==> config.mk <==
export PLATFORM = sky130hd
export DESIGN_NAME = mod_updown_counter_flat
export DESIGN_NICKNAME = d
export VERILOG_FILES = /design/src/rtl/mod_updown_counter_if.sv /design/src/rtl/mod_updown_counter.sv /design/src/flat_wrapper.sv
export SDC_FILE = /design/constraint.sdc
export NUM_CORES = 1
export LEC_CHECK = 0
export BUFFER_PORTS_ARGS = -buffer_cell sky130_fd_sc_hd__buf_2
export CAP_MARGIN = 20
export CORE_AREA = 2 2 39 41
export DETAILED_ROUTE_END_ITERATION = 10
export DIE_AREA = 0 0 41 43
export GPL_ROUTABILITY_DRIVEN = 0
export GPL_TIMING_DRIVEN = 0
export HOLD_SLACK_MARGIN = 0.12
export PLACE_DENSITY = 0.61
export SYNTH_ARGS = -nofsm -noshare
export SYNTH_HDL_FRONTEND = slang
export SYNTH_SLANG_ARGS = --single-unit
==> constraint.sdc <==
create_clock -name i_btn_clk -period 1.5 [get_ports i_btn_clk]
set_clock_uncertainty 0.1 [all_clocks]
set_input_delay 0.225 -clock i_btn_clk [delete_from_list [all_inputs] [get_ports i_btn_clk]]
set_output_delay 0.225 -clock i_btn_clk [all_outputs]
set_load 0.005 [all_outputs]
==> src/rtl/mod_updown_counter_if.sv <==
// Control and status bundle for one mod_updown_counter channel.
//   master : the controlling logic; drives enable/direction/clear/load, reads count and flags.
//   slave  : the counter itself.
// Signals:
//   i_en, i_dir, i_clear, i_load, i_load_value : step / load controls
//   o_counter                                  : registered count
//   o_tc                                       : next enabled step crosses a range end
//   o_wrap                                     : one-cycle wrap/saturate pulse
//   o_ovf_sticky                               : latched wrap indication
interface mod_updown_counter_if #(
    parameter int unsigned WIDTH = 3
);
    logic             i_en;
    logic             i_dir;
    logic             i_clear;
    logic             i_load;
    logic [WIDTH-1:0] i_load_value;
    logic [WIDTH-1:0] o_counter;
    logic             o_tc;
    logic             o_wrap;
    logic             o_ovf_sticky;

    modport master (
        output i_en, i_dir, i_clear, i_load, i_load_value,
        input  o_counter, o_tc, o_wrap, o_ovf_sticky
    );

    modport slave (
        input  i_en, i_dir, i_clear, i_load, i_load_value,
        output o_counter, o_tc, o_wrap, o_ovf_sticky
    );
endinterface

==> src/rtl/mod_updown_counter.sv <==
// Up/down modulo counter clocked by a debounced push-button clock.
// Counts 0..MODULUS-1 with wrap or saturate behaviour, synchronous clear and clamped parallel
// load, plus terminal-count, wrap-pulse and sticky-overflow flags.
// Ports:
//   i_btn_clk : counting clock, rising edge
//   i_reset   : asynchronous, active-high reset to RESET_VALUE
//   bus       : slave side of mod_updown_counter_if (controls in, count and flags out)
module mod_updown_counter #(
    parameter int unsigned WIDTH       = 3,
    parameter int unsigned MODULUS     = 8,
    parameter int unsigned RESET_VALUE = 0,
    parameter int unsigned SATURATE    = 0
) (
    input  logic                   i_btn_clk,
    input  logic                   i_reset,
    mod_updown_counter_if.slave    bus
);

    // Extra headroom bit so compares and increments never rely on 2^WIDTH rollover.
    localparam logic [WIDTH:0]   MaxVal   = (WIDTH + 1)'(MODULUS - 1);
    localparam logic [WIDTH:0]   OneExt   = {{WIDTH{1'b0}}, 1'b1};
    localparam logic [WIDTH-1:0] ResetCnt = WIDTH'(RESET_VALUE);

    logic [WIDTH-1:0] cnt_q, cnt_d;
    logic             wrap_q, wrap_d;
    logic             sticky_q, sticky_d;

    logic [WIDTH:0]   cnt_ext;
    logic [WIDTH:0]   load_ext;
    logic [WIDTH:0]   cnt_inc;
    logic [WIDTH:0]   cnt_dec;
    logic             at_max;
    logic             at_zero;

    always_comb begin
        cnt_ext  = {1'b0, cnt_q};
        load_ext = {1'b0, bus.i_load_value};
        cnt_inc  = cnt_ext + OneExt;
        cnt_dec  = cnt_ext - OneExt;
        at_max   = (cnt_ext == MaxVal);
        at_zero  = (cnt_ext == '0);
    end

    always_comb begin
        cnt_d    = cnt_q;
        wrap_d   = 1'b0;
        sticky_d = sticky_q;

        if (bus.i_clear) begin
            cnt_d    = '0;
            sticky_d = 1'b0;
        end else if (bus.i_load) begin
            // Clamp so an out-of-range load can never leave the counter outside 0..MODULUS-1.
            cnt_d = (load_ext > MaxVal) ? MaxVal[WIDTH-1:0] : bus.i_load_value;
        end else if (bus.i_en) begin
            if (bus.i_dir) begin
                if (at_max) begin
                    wrap_d = 1'b1;
                    cnt_d  = (SATURATE != 0) ? cnt_q : '0;
                end else begin
                    cnt_d = cnt_inc[WIDTH-1:0];
                end
            end else begin
                if (at_zero) begin
                    wrap_d = 1'b1;
                    cnt_d  = (SATURATE != 0) ? cnt_q : MaxVal[WIDTH-1:0];
                end else begin
                    cnt_d = cnt_dec[WIDTH-1:0];
                end
            end
            if (wrap_d) begin
                sticky_d = 1'b1;
            end
        end
    end

    always_ff @(posedge i_btn_clk or posedge i_reset) begin
        if (i_reset) begin
            cnt_q    <= ResetCnt;
            wrap_q   <= 1'b0;
            sticky_q <= 1'b0;
        end else begin
            cnt_q    <= cnt_d;
            wrap_q   <= wrap_d;
            sticky_q <= sticky_d;
        end
    end

    assign bus.o_counter    = cnt_q;
    assign bus.o_wrap       = wrap_q;
    assign bus.o_ovf_sticky = sticky_q;
    assign bus.o_tc         = bus.i_en & ~bus.i_clear & ~bus.i_load &
                              ((bus.i_dir & at_max) | (~bus.i_dir & at_zero));

endmodule

==> src/flat_wrapper.sv <==
// flat-port wrapper written by rule: the top's interface ports become plain ports
module mod_updown_counter_flat 
#(
    parameter int unsigned WIDTH       = 3,
    parameter int unsigned MODULUS     = 8,
    parameter int unsigned RESET_VALUE = 0,
    parameter int unsigned SATURATE    = 0
)
  (i_btn_clk, i_reset, bus_i_en, bus_i_dir, bus_i_clear, bus_i_load, bus_i_load_value, bus_o_counter, bus_o_tc, bus_o_wrap, bus_o_ovf_sticky);
  mod_updown_counter_if #(.WIDTH(WIDTH)) bus_i ();
  input  logic i_btn_clk;
  input  logic i_reset;
  input wire logic [$bits(bus_i.i_en)-1:0] bus_i_en;
  input wire logic [$bits(bus_i.i_dir)-1:0] bus_i_dir;
  input wire logic [$bits(bus_i.i_clear)-1:0] bus_i_clear;
  input wire logic [$bits(bus_i.i_load)-1:0] bus_i_load;
  input wire logic [$bits(bus_i.i_load_value)-1:0] bus_i_load_value;
  output wire logic [$bits(bus_i.o_counter)-1:0] bus_o_counter;
  output wire logic [$bits(bus_i.o_tc)-1:0] bus_o_tc;
  output wire logic [$bits(bus_i.o_wrap)-1:0] bus_o_wrap;
  output wire logic [$bits(bus_i.o_ovf_sticky)-1:0] bus_o_ovf_sticky;
  assign bus_i.i_en = bus_i_en;
  assign bus_i.i_dir = bus_i_dir;
  assign bus_i.i_clear = bus_i_clear;
  assign bus_i.i_load = bus_i_load;
  assign bus_i.i_load_value = bus_i_load_value;
  assign bus_o_counter = bus_i.o_counter;
  assign bus_o_tc = bus_i.o_tc;
  assign bus_o_wrap = bus_i.o_wrap;
  assign bus_o_ovf_sticky = bus_i.o_ovf_sticky;
  mod_updown_counter #(.WIDTH(WIDTH), .MODULUS(MODULUS), .RESET_VALUE(RESET_VALUE), .SATURATE(SATURATE)) u_core (.i_btn_clk(i_btn_clk), .i_reset(i_reset), .bus(bus_i));
endmodule
* After elaboration in Yosys (flattened, before gate mapping)
Cells that the tools add are included.
** Operators by class
- Add/subtract/negate cells :: 2
- Order comparisons :: 1
- Equality and inequality tests :: 2
- Muxes and demuxes :: 20
- Bitwise gates (word level) :: 9
- Reductions and logical operators :: 5
** Operator list (number)
- $mux 3 :: 7
- $mux 1 :: 13
- $and 1x1->1 :: 5
- $reduce_bool 2->1 :: 2
- $add 3x1->3 const B :: 1
- $eq 3x3->1 const B :: 1
- $gt 3x3->1 const B :: 1
- $logic_not 3->1 :: 1
- $not 1->1 :: 3
- $reduce_and 3->1 :: 1
- $reduce_bool 3->1 :: 1
- $sub 3x1->3 const B :: 1
- $ne 2x2->1 const B :: 1
- $or 1x1->1 :: 1
** Storage, ports and cells
- Register bits :: 5
- Input bits :: 9
- Logic and storage cells :: 42

* Depth between registers and ports, before layout
Gate-level depths: netlist of the first run.
- Depth after elaboration :: 10
- Depth in mapped cells :: 5
- Mapped depth without buffers :: 5

* Worst setup path after synthesis of the first run
No wires, ideal clock.
- Path kind :: reg2out
- Start point :: register u_core.cnt_q[0], in the netlist u_core.bus.o_counter[0]
- End point :: output port bus_o_tc
- Arrival time :: 1336 ps
- Required time :: 1175 ps
- Slack :: -161 ps
- Cell stages (with the launch flop) :: 5
- Path through :: dfrtp_1 -> inv_1 -> ha_1 -> or3b_4 -> a211oi_1
** On the way
- Word-level cells in the longest chain between the ends :: 4
- Elaborated cells on any way between the ends :: 6
** RTL lines
- start, declared :: RTL line mod_updown_counter.sv:24 : logic [WIDTH-1:0] cnt_q, cnt_d;
- start signal, assigned :: RTL line mod_updown_counter.sv:79 : cnt_q <= ResetCnt;
- start signal, assigned :: RTL line mod_updown_counter.sv:83 : cnt_q <= cnt_d;
- $eq 3x3->1 / $logic_not 3->1 (equally long branches) :: RTL line mod_updown_counter.sv:40, mod_updown_counter.sv:41
- $and 1x1->1 :: RTL line mod_updown_counter.sv:93 : ((bus.i_dir & at_max) | (~bus.i_dir & at_zero));
- $or 1x1->1 (*) :: RTL line mod_updown_counter.sv:93
- $and 1x1->1 (*) :: RTL line mod_updown_counter.sv:92 : assign bus.o_tc = bus.i_en & ~bus.i_clear & ~bus.i_load &
- end, declared :: RTL line flat_wrapper.sv:19 : output wire logic [$bits(bus_i.o_tc)-1:0] bus_o_tc;
Mark *: on every way between the ends. The rest lies on a longest branch, timed or not.

* Final worst setup path of the first run
- Start point :: register u_core.cnt_q[1], in the netlist u_core.bus.o_counter[1]
- End point :: output port bus_o_tc
The elaborated chain is that of the path after synthesis.

==> metrics.csv, run 1 <==
metric,value,unit
Tot GR Track Use,13.8,%
Buffers on Ports,14,
pin count of the biggest net entering global routing,8,
"Data required, critical path",1170,ps
final wirelength,1.17,mm
fin area,696,µm²
worst path cell trace,inv_2 -> ha_4 -> or3b_4 -> a211oi_2 -> buf_2,
part of the Yosys area used for sequential elements,35.1,%
Mean Syn Cell Area,9.64,µm²
worst hold-check path type,primary input to flip-flop,
pwr/cell area,678,nW/µm²
status,"complete, but fails checks",
Pre-antenna DRT Iters,4,
detailed placement HPWL,682,µm
unrepaired setup endpoints after global routing,true,
gate count after technology mapping,37,
worst-margin pin slew,297,ps
post-layout util,50.3,%
CP endpoint kind,output pin,
worst vdd ir,0.000536,V
count of final setup violators,6,
critical path class,flip-flop to output pin,
depth of the CTS H-tree,1,
CTS buffer count,3,
clock root cell,clkbuf_4,
die height,43,µm
failing checks,setup timing,
initial antenna violation count,0,
grt ovf,0,
Initial Util,25.8,%
Max Root-Sink Buffers,2,
Yosys reg bits,5,
initial detailed-routing violation count,11,
CP Launch Type,flip-flop,
vias in the first global route,366,
worst setup margin,-430,ps
Core Area,1380,µm²
# fillers,134,
Post-synth EDFFs,0,
max-cap violation count,0,
Post-route DRC,0,
post-route ant nets,0,
syn_nets,50,
period utilization,129,%
Slew HR,80.1,%
Max Freq,518,MHz
area grow syn2layout,95.1,%
# clock sinks,5,
Synth Cell Area,357,µm²
max-slew violation count,0,
Post-DP Area,469,µm²
YS warnings,0,
min Tclk post-route,1930,ps
Critical Path Fanout Max,2,
"FFs w/ async S/R, synth",100,%
grt met3 use,8.38,%
Vias/cell,4.69,
"Primary FF master, synth",dfrtp_1,
"Reg clk slew, reported paths",40,ps
antenna cells,0,
DR WL/cell,13.7,µm
slowest cell delay on critical path,390,ps
die area,1760,µm²
critical path arrival,1610,ps
Ports,15,
Final Hold Fails,0,
Cell variety after synth,20,
layout cell share with drive strength beyond 1,68.6,%
DR vias,403,
P_leak,0.000355,µW
worst skew pair latency,240,ps
Layout Nets,84,
"Slowest-stage cell, CP",dfrtp_1,
overall power,472,µW
GRT met1 Usage,16.2,%
first-pass GRT wire length,1.57,mm
CTS tree,done,
met2 GRT Util,19.7,%
gr busiest metal,met2,
Die X,41,µm
row cnt,14,
==> Yosys cell counts (all sizes together), types with 2 or more instances <==
cell,instances,area (µm²)
a2111oi,2,23.8
a211oi,3,22.5
dfrtp,5,125
ha,4,50.1
inv,7,26.3
nor3b,2,15.0
o21ai,2,10.0
==> registers in the layout, summed over array words and instances (netlist names) <==
| signal | cells |
|---|---|
| u_core.bus.o_counter | 3 |
| u_core.bus.o_ovf_sticky | 1 |
| u_core.bus.o_wrap | 1 |
==> area by class of cell <==
type                    count  area (µm²)  area share (%)
repair buffers             29         204            29.3
clock buffers               4        26.3            3.78
flip-flops and latches      5         125            18.0
multi-input cells          25         294            42.3
inverters                   7        26.3            3.78
well taps                  16        20.0            2.88
==> critical path: cells and delay by family, from the launching register on <==
family	cells	cell delay [ps]
AOI/OAI and AO/OA	1	210
adders and majority gates	1	140
buffers and inverters	2	240
DFF	1	390
and+or+nand+nor	1	390
==> path summary, 6_finish.rpt <==
kind / start / end / slack, ps / depth (start not counted)
min in group asynchronous: i_reset / u_core.bus.o_counter[1]$_DFFE_PP0P_ / 330 / 3
worst max register to register: u_core.bus.o_counter[1]$_DFFE_PP0P_ / u_core.bus.o_counter[0]$_DFFE_PP0P_ / -350 / 7
max in group asynchronous: i_reset / u_core.bus.o_counter[0]$_DFFE_PP0P_ / 800 / 3
worst min register to register: u_core.bus.o_ovf_sticky$_DFFE_PP0P_ / u_core.bus.o_ovf_sticky$_DFFE_PP0P_ / 370 / 1
worst max-delay path: u_core.bus.o_counter[1]$_DFFE_PP0P_ / bus_o_tc / -430 / 5
worst min-delay path: bus_i_load_value[0] / u_core.bus.o_counter[0]$_DFFE_PP0P_ / 150 / 3
==> placed cells by master, fill, tap and decap left out, types with 2 or more instances in the layout <==
master / count
buf_4: 9
a2111oi_2: 2
inv_2: 2
dfrtp_1: 5
inv_1: 5
buf_6: 5
a211oi_2: 2
buf_2: 14
clkbuf_4: 3
ha_4: 3
==> metal layers <==
metal | vias up | part of all wire, % | wire [µm]
li1 | 201 | - | -
met1 | 181 | 36 | 418
met2 | 19 | 56 | 653
met3 | 2 | 8.3 | 97
met4 | 0 | 0.43 | 5
met5 | - | 0 | 0
==> stage by stage <==
step	TNS, ps	instances	hold slack [ps]	setup slack [ps]
2_1_floorplan	-179	37	-96.5	-125
3_3_place_gp	-582	67	33.1	-234
3_5_place_dp	-667	67	36.4	-240
4_1_cts	-1060	79	137	-455
5_1_grt	-1880	86	167	-463
6_report	-1630	86	155	-430
==> power breakdown <==
group / internal, µW / switching, µW / total, µW
logic: 91.3 / 72.5 / 164
registers: 144 / 9.97 / 154
clock network: 100 / 53.8 / 154
total: 336 / 136 / 472
==> timing repair <==
item | CTS | global route
hold endpoints to repair | 5 | 0
hold buffers | 1 | 0
pin swaps | 5 | 7
setup endpoints to repair | 5 | 6
buffers inserted | 7 | 8
gates resized for setup | 7 | 12
==> logic make-up after synthesis <==
| kind of cell | share of synthesized area [%] |
|---|---|
| simple gates | 19.3 |
| buf+inv | 7.37 |
| flops | 35.1 |
| fa+ha+maj | 14.0 |
| compound gates | 24.2 |
Note: power is estimated with default switching activity, not from simulation.
==> run 2, diff against run 1 <==
--- a/config.mk
+++ b/config.mk
@@ -7,13 +7,16 @@
 export LEC_CHECK = 0
 export BUFFER_PORTS_ARGS = -buffer_cell sky130_fd_sc_hd__buf_2
 export CAP_MARGIN = 20
+export CELL_PAD_IN_SITES_DETAIL_PLACEMENT = 0
+export CELL_PAD_IN_SITES_GLOBAL_PLACEMENT = 1
 export CORE_AREA = 2 2 39 41
 export DETAILED_ROUTE_END_ITERATION = 10
 export DIE_AREA = 0 0 41 43
 export GPL_ROUTABILITY_DRIVEN = 0
 export GPL_TIMING_DRIVEN = 0
 export HOLD_SLACK_MARGIN = 0.12
-export PLACE_DENSITY = 0.61
+export PLACE_DENSITY = 0.75
+export RECOVER_POWER = 50
 export SYNTH_ARGS = -nofsm -noshare
 export SYNTH_HDL_FRONTEND = slang
 export SYNTH_SLANG_ARGS = --single-unit
==> metrics.csv, run 2 (same netlist as run 1, synthesis figures left out) <==
metric,value,unit
status,"complete, but fails checks",
failing checks,setup timing,
unrepaired setup endpoints after global routing,true,
most common library cell in the layout ignoring fill and taps,buf_2,
max FFs per register,3,
max-cap violation count,0,
CP endpoint kind,output pin,
clock root cell,clkbuf_4,
Vias/cell,4.94,
placed cells,67,
Post-route DRC,0,
depth of the CTS H-tree,1,
P_leak,0.000323,µW
initial detailed-routing violation count,4,
Layout Cells excl Fill,80,
Slew HR,78.5,%
DR WL/cell,13.5,µm
Critical Path Fanout Max,2,
Initial Util,25.8,%
vias in the first global route,402,
CP Launch Type,flip-flop,
pwr/cell area,712,nW/µm²
period utilization,131,%
Max Root-Sink Buffers,2,
Core Area,1380,µm²
worst-margin pin slew,321,ps
count of final setup violators,5,
Final Hold Fails,0,
layout cell share with drive strength beyond 1,64.1,%
critical path arrival,1650,ps
post-route ant nets,0,
Pre-antenna DRT Iters,2,
worst setup margin,-472,ps
worst vdd ir,0.000503,V
post-place setup slack,-261,ps
minimum hold slack,144,ps
CTS buffer count,3,
final wirelength,1.08,mm
Ports,15,
min Tclk post-route,1970,ps
die height,43,µm
# clock sinks,5,
initial antenna violation count,0,
worst skew pair latency,240,ps
Buffers on Ports,14,
CTS tree,done,
Die X,41,µm
"Data required, critical path",1170,ps
max-slew violation count,0,
Tot GR Track Use,14.8,%
highest-count cells in the layout ignoring fill and taps,"buf_2 (14), buf_4 (7), inv_1 (5), dfrtp_1 (5), clkbuf_4 (3)",
Max Freq,507,MHz
pin count of the biggest net entering global routing,8,
Hold Crit Start,bus_i_load_value[0],
RR Startpoint,u_core.bus.o_counter[0]$_DFFE_PP0P_,
"Reg clk slew, reported paths",40,ps
row cnt,14,
crit path launch,u_core.bus.o_counter[0]$_DFFE_PP0P_,
antenna cells,0,
die area,1760,µm²
worst hold-check path type,primary input to flip-flop,
first-pass GRT wire length,1.71,mm
DR vias,395,
critical path class,flip-flop to output pin,
detailed placement HPWL,630,µm
area grow syn2layout,77.9,%
grt ovf,0,
Layout Nets,78,
-- run 2: cell count changes in the layout (fill, tap and decap cells not counted), sizes merged --
cell | before | now
buf | 28 | 22
-- run 2: worst max-delay path, stage by stage, from the launching register on --
cell	delay, ps
dfrtp_1	390
inv_2	80
ha_4	130
or3b_4	400
a211oi_4	250
buf_2	160
-- run 2: path summary, 6_finish.rpt --
check,end,slack [ps],depth (start not counted)
setup / recovery,bus_o_tc,-470,5
hold / removal,u_core.bus.o_counter[0]$_DFFE_PP0P_,140,3
setup reg to reg,u_core.bus.o_counter[0]$_DFFE_PP0P_,-430,7
hold reg to reg,u_core.bus.o_ovf_sticky$_DFFE_PP0P_,370,1
max in group asynchronous,u_core.bus.o_counter[1]$_DFFE_PP0P_,790,3
min in group asynchronous,u_core.bus.o_counter[0]$_DFFE_PP0P_,330,3
-- run 2: stage by stage --
stage | total power (µW) | TNS, ps | util [%] | area (µm²)
2_1_floorplan | 208 | -179 | - | 379
3_3_place_gp | 244 | -681 | 33.9 | 469
3_5_place_dp | 245 | -690 | 33.9 | 469
4_1_cts | 449 | -1240 | 44.9 | 622
5_1_grt | 488 | -1690 | 45.8 | 634
6_report | 452 | -1330 | 45.8 | 634
-- run 2: final cells by class --
class | instances | area [µm²]
flip-flops and latches | 5 | 125
inverters | 7 | 26.3
fillers | 136 | 749
multi-input cells | 25 | 293
clock buffers | 4 | 26.3
well taps | 16 | 20.0
repair buffers | 23 | 144
-- run 2: report_power, final --
part | internal, µW | switching (µW) | total (µW) | leakage [µW]
logic | 78.6 | 70.5 | 149 | 0.000242
registers | 144 | 8.59 | 152 | 0.0000662
clock network | 100 | 50.0 | 150 | 0.0000150
total | 323 | 129 | 452 | 0.000323
-- run 2: repair_timing --
item	4_1_cts	5_1_grt
hold endpoints to repair	5	0
hold buffers	1	0
setup endpoints to repair	5	6
resized for setup	13	4
buffers inserted	9	2
pin swaps	4	5
-- run 2: routing by layer --
metal	wire length (µm)	global-route usage, %	up-vias
met5	0	0	-
met4	22	4.00	0
met3	51	6.28	2
met2	583	25.3	13
met1	423	15.6	193
li1	-	-	187
==> run 3, diff against run 2 <==
==> constraint.sdc (replaced) <==
create_clock -name i_btn_clk -period 1.65 [get_ports i_btn_clk]
set_clock_uncertainty 0.1 [all_clocks]
set_input_delay 0.2475 -clock i_btn_clk [delete_from_list [all_inputs] [get_ports i_btn_clk]]
set_output_delay 0.2475 -clock i_btn_clk [all_outputs]
set_load 0.005 [all_outputs]
==> metrics.csv, run 3 (same netlist as run 1, synthesis figures left out) <==
metric,value,unit
Int Pwr,294,µW
clock power share,34.5,%
worst path cell trace,inv_2 -> ha_4 -> or3b_4 -> a211oi_4 -> buf_2,
initial antenna violation count,0,
"Slowest-stage cell, CP",or3b_4,
post-place setup slack,-171,ps
Slew HR,77.5,%
RR Startpoint,u_core.bus.o_counter[1]$_DFFE_PP0P_,
Reg power frac,33.8,%
Max Freq,511,MHz
period utilization,119,%
Post-DP Area,452,µm²
"Reg clk slew, reported paths",40,ps
Layout Nets,83,
P_leak,0.000337,µW
worst hold-check path type,primary input to flip-flop,
detailed placement HPWL,647,µm
"Data required, critical path",1300,ps
Pre-antenna DRT Iters,4,
row cnt,14,
Ports,15,
antenna cells,0,
grt met3 use,4.71,%
worst setup margin,-306,ps
GRT met1 Usage,13.6,%
CP endpoint kind,output pin,
Post-route DRC,0,
met2 GRT Util,18.1,%
area grow syn2layout,78.2,%
first-pass GRT wire length,1.39,mm
critical path class,flip-flop to output pin,
Sw Ratio,28.1,%
vias in the first global route,382,
status,"complete, but fails checks",
Vias/cell,4.73,
slowest cell delay on critical path,400,ps
CTS tree,done,
unrepaired setup endpoints after global routing,true,
clock root cell,clkbuf_4,
min Tclk post-route,1960,ps
critical path arrival,1610,ps
failing checks,setup timing,
max-cap violation count,0,
final wirelength,1.07,mm
Buffers on Ports,14,
Hold Crit Start,bus_i_load_value[2],
# fillers,141,
Combinational Power Share,31.7,%
Tot GR Track Use,12.2,%
gr busiest metal,met2,
die height,43,µm
max-slew violation count,0,
DR WL/cell,12.5,µm
crit path launch,u_core.bus.o_counter[1]$_DFFE_PP0P_,
worst vdd ir,0.000564,V
Max Root-Sink Buffers,2,
DR vias,402,
grt ovf,0,
die area,1760,µm²
CP Launch Type,flip-flop,
worst-margin pin slew,329,ps
highest-count cells in the layout ignoring fill and taps,"buf_2 (14), buf_4 (12), inv_1 (5), dfrtp_1 (5), clkbuf_4 (3)",
max FFs per register,3,
worst skew pair latency,240,ps
CTS buffer count,3,
count of final setup violators,4,
Die X,41,µm
most common library cell in the layout ignoring fill and taps,buf_2,
Core Area,1380,µm²
Initial Util,25.8,%
post-route ant nets,0,
Final Hold Fails,0,
# clock sinks,5,
pwr/cell area,644,nW/µm²
initial detailed-routing violation count,7,
fin area,636,µm²
layout cell share with drive strength beyond 1,60.9,%
final setup TNS,-661,ps
minimum hold slack,159,ps
pin count of the biggest net entering global routing,8,
net switching power,115,µW
depth of the CTS H-tree,1,
Critical Path Fanout Max,2,
==> run 3: cell types whose count changed in the layout (fill, tap and decap cells not counted), sizes merged <==
cell  change
buf       +5
==> run 3: final cells by class <==
cell class / instances / area (µm²) / share of cell area (%)
Clock buffer: 4 / 26.3 / 4.13
Inverter: 7 / 26.3 / 4.13
Multi-Input combinational cell: 25 / 256 / 40.4
Sequential cell: 5 / 125 / 19.7
Tap cell: 16 / 20.0 / 3.15
Timing Repair Buffer: 28 / 181 / 28.5
==> run 3: layer usage <==
layer	wire length (µm)	up-vias
met2	606	12
met5	0	-
met1	392	190
met3	55	2
li1	-	198
met4	12	0
==> run 3: final timing paths <==
path / end / slack (ps) / cells after the start
worst min-delay path: u_core.bus.o_counter[2]$_DFFE_PP0P_ / 160 / 3
worst max-delay path: bus_o_tc / -310 / 5
worst max register to register: u_core.bus.o_counter[0]$_DFFE_PP0P_ / -240 / 7
worst min register to register: u_core.bus.o_ovf_sticky$_DFFE_PP0P_ / 370 / 1
max in group asynchronous: u_core.bus.o_counter[1]$_DFFE_PP0P_ / 930 / 3
min in group asynchronous: u_core.bus.o_counter[0]$_DFFE_PP0P_ / 350 / 3
==> run 3: power groups by stage <==
stage | logic [µW] | clock network [µW] | registers, µW
6_report | 130 | 141 | 138
4_1_cts | 104 | 148 | 138
2_1_floorplan | 42.9 | 0 | 140
5_1_grt | 141 | 155 | 139
3_3_place_gp | 72.5 | 0 | 141
3_5_place_dp | 74.8 | 0 | 142
==> run 3: what timing repair did <==
action	CTS	global route
hold endpoints to repair	5	0
endpoints found under the setup margin	2	5
setup buffers	7	6
resized for setup	4	9
hold buffers	1	0
pin swaps	4	4
gates cloned	0	0
==> run 3: critical path, delay by kind of cell (launching register included) <==
kind            cells  cell delay, ps
simple gates        1             400
flops               1             380
buf+inv             2             240
compound gates      1             220
fa+ha+maj           1             130
==> run 3: per-stage QoR <==
step / power (µW) / instances / util (%)
after floorplan: 183 / 37 / -
after global placement: 214 / 67 / 32.6
after detailed placement: 216 / 67 / 32.6
after CTS: 390 / 79 / 40.0
after global routing: 435 / 85 / 45.9
final: 410 / 85 / 45.9
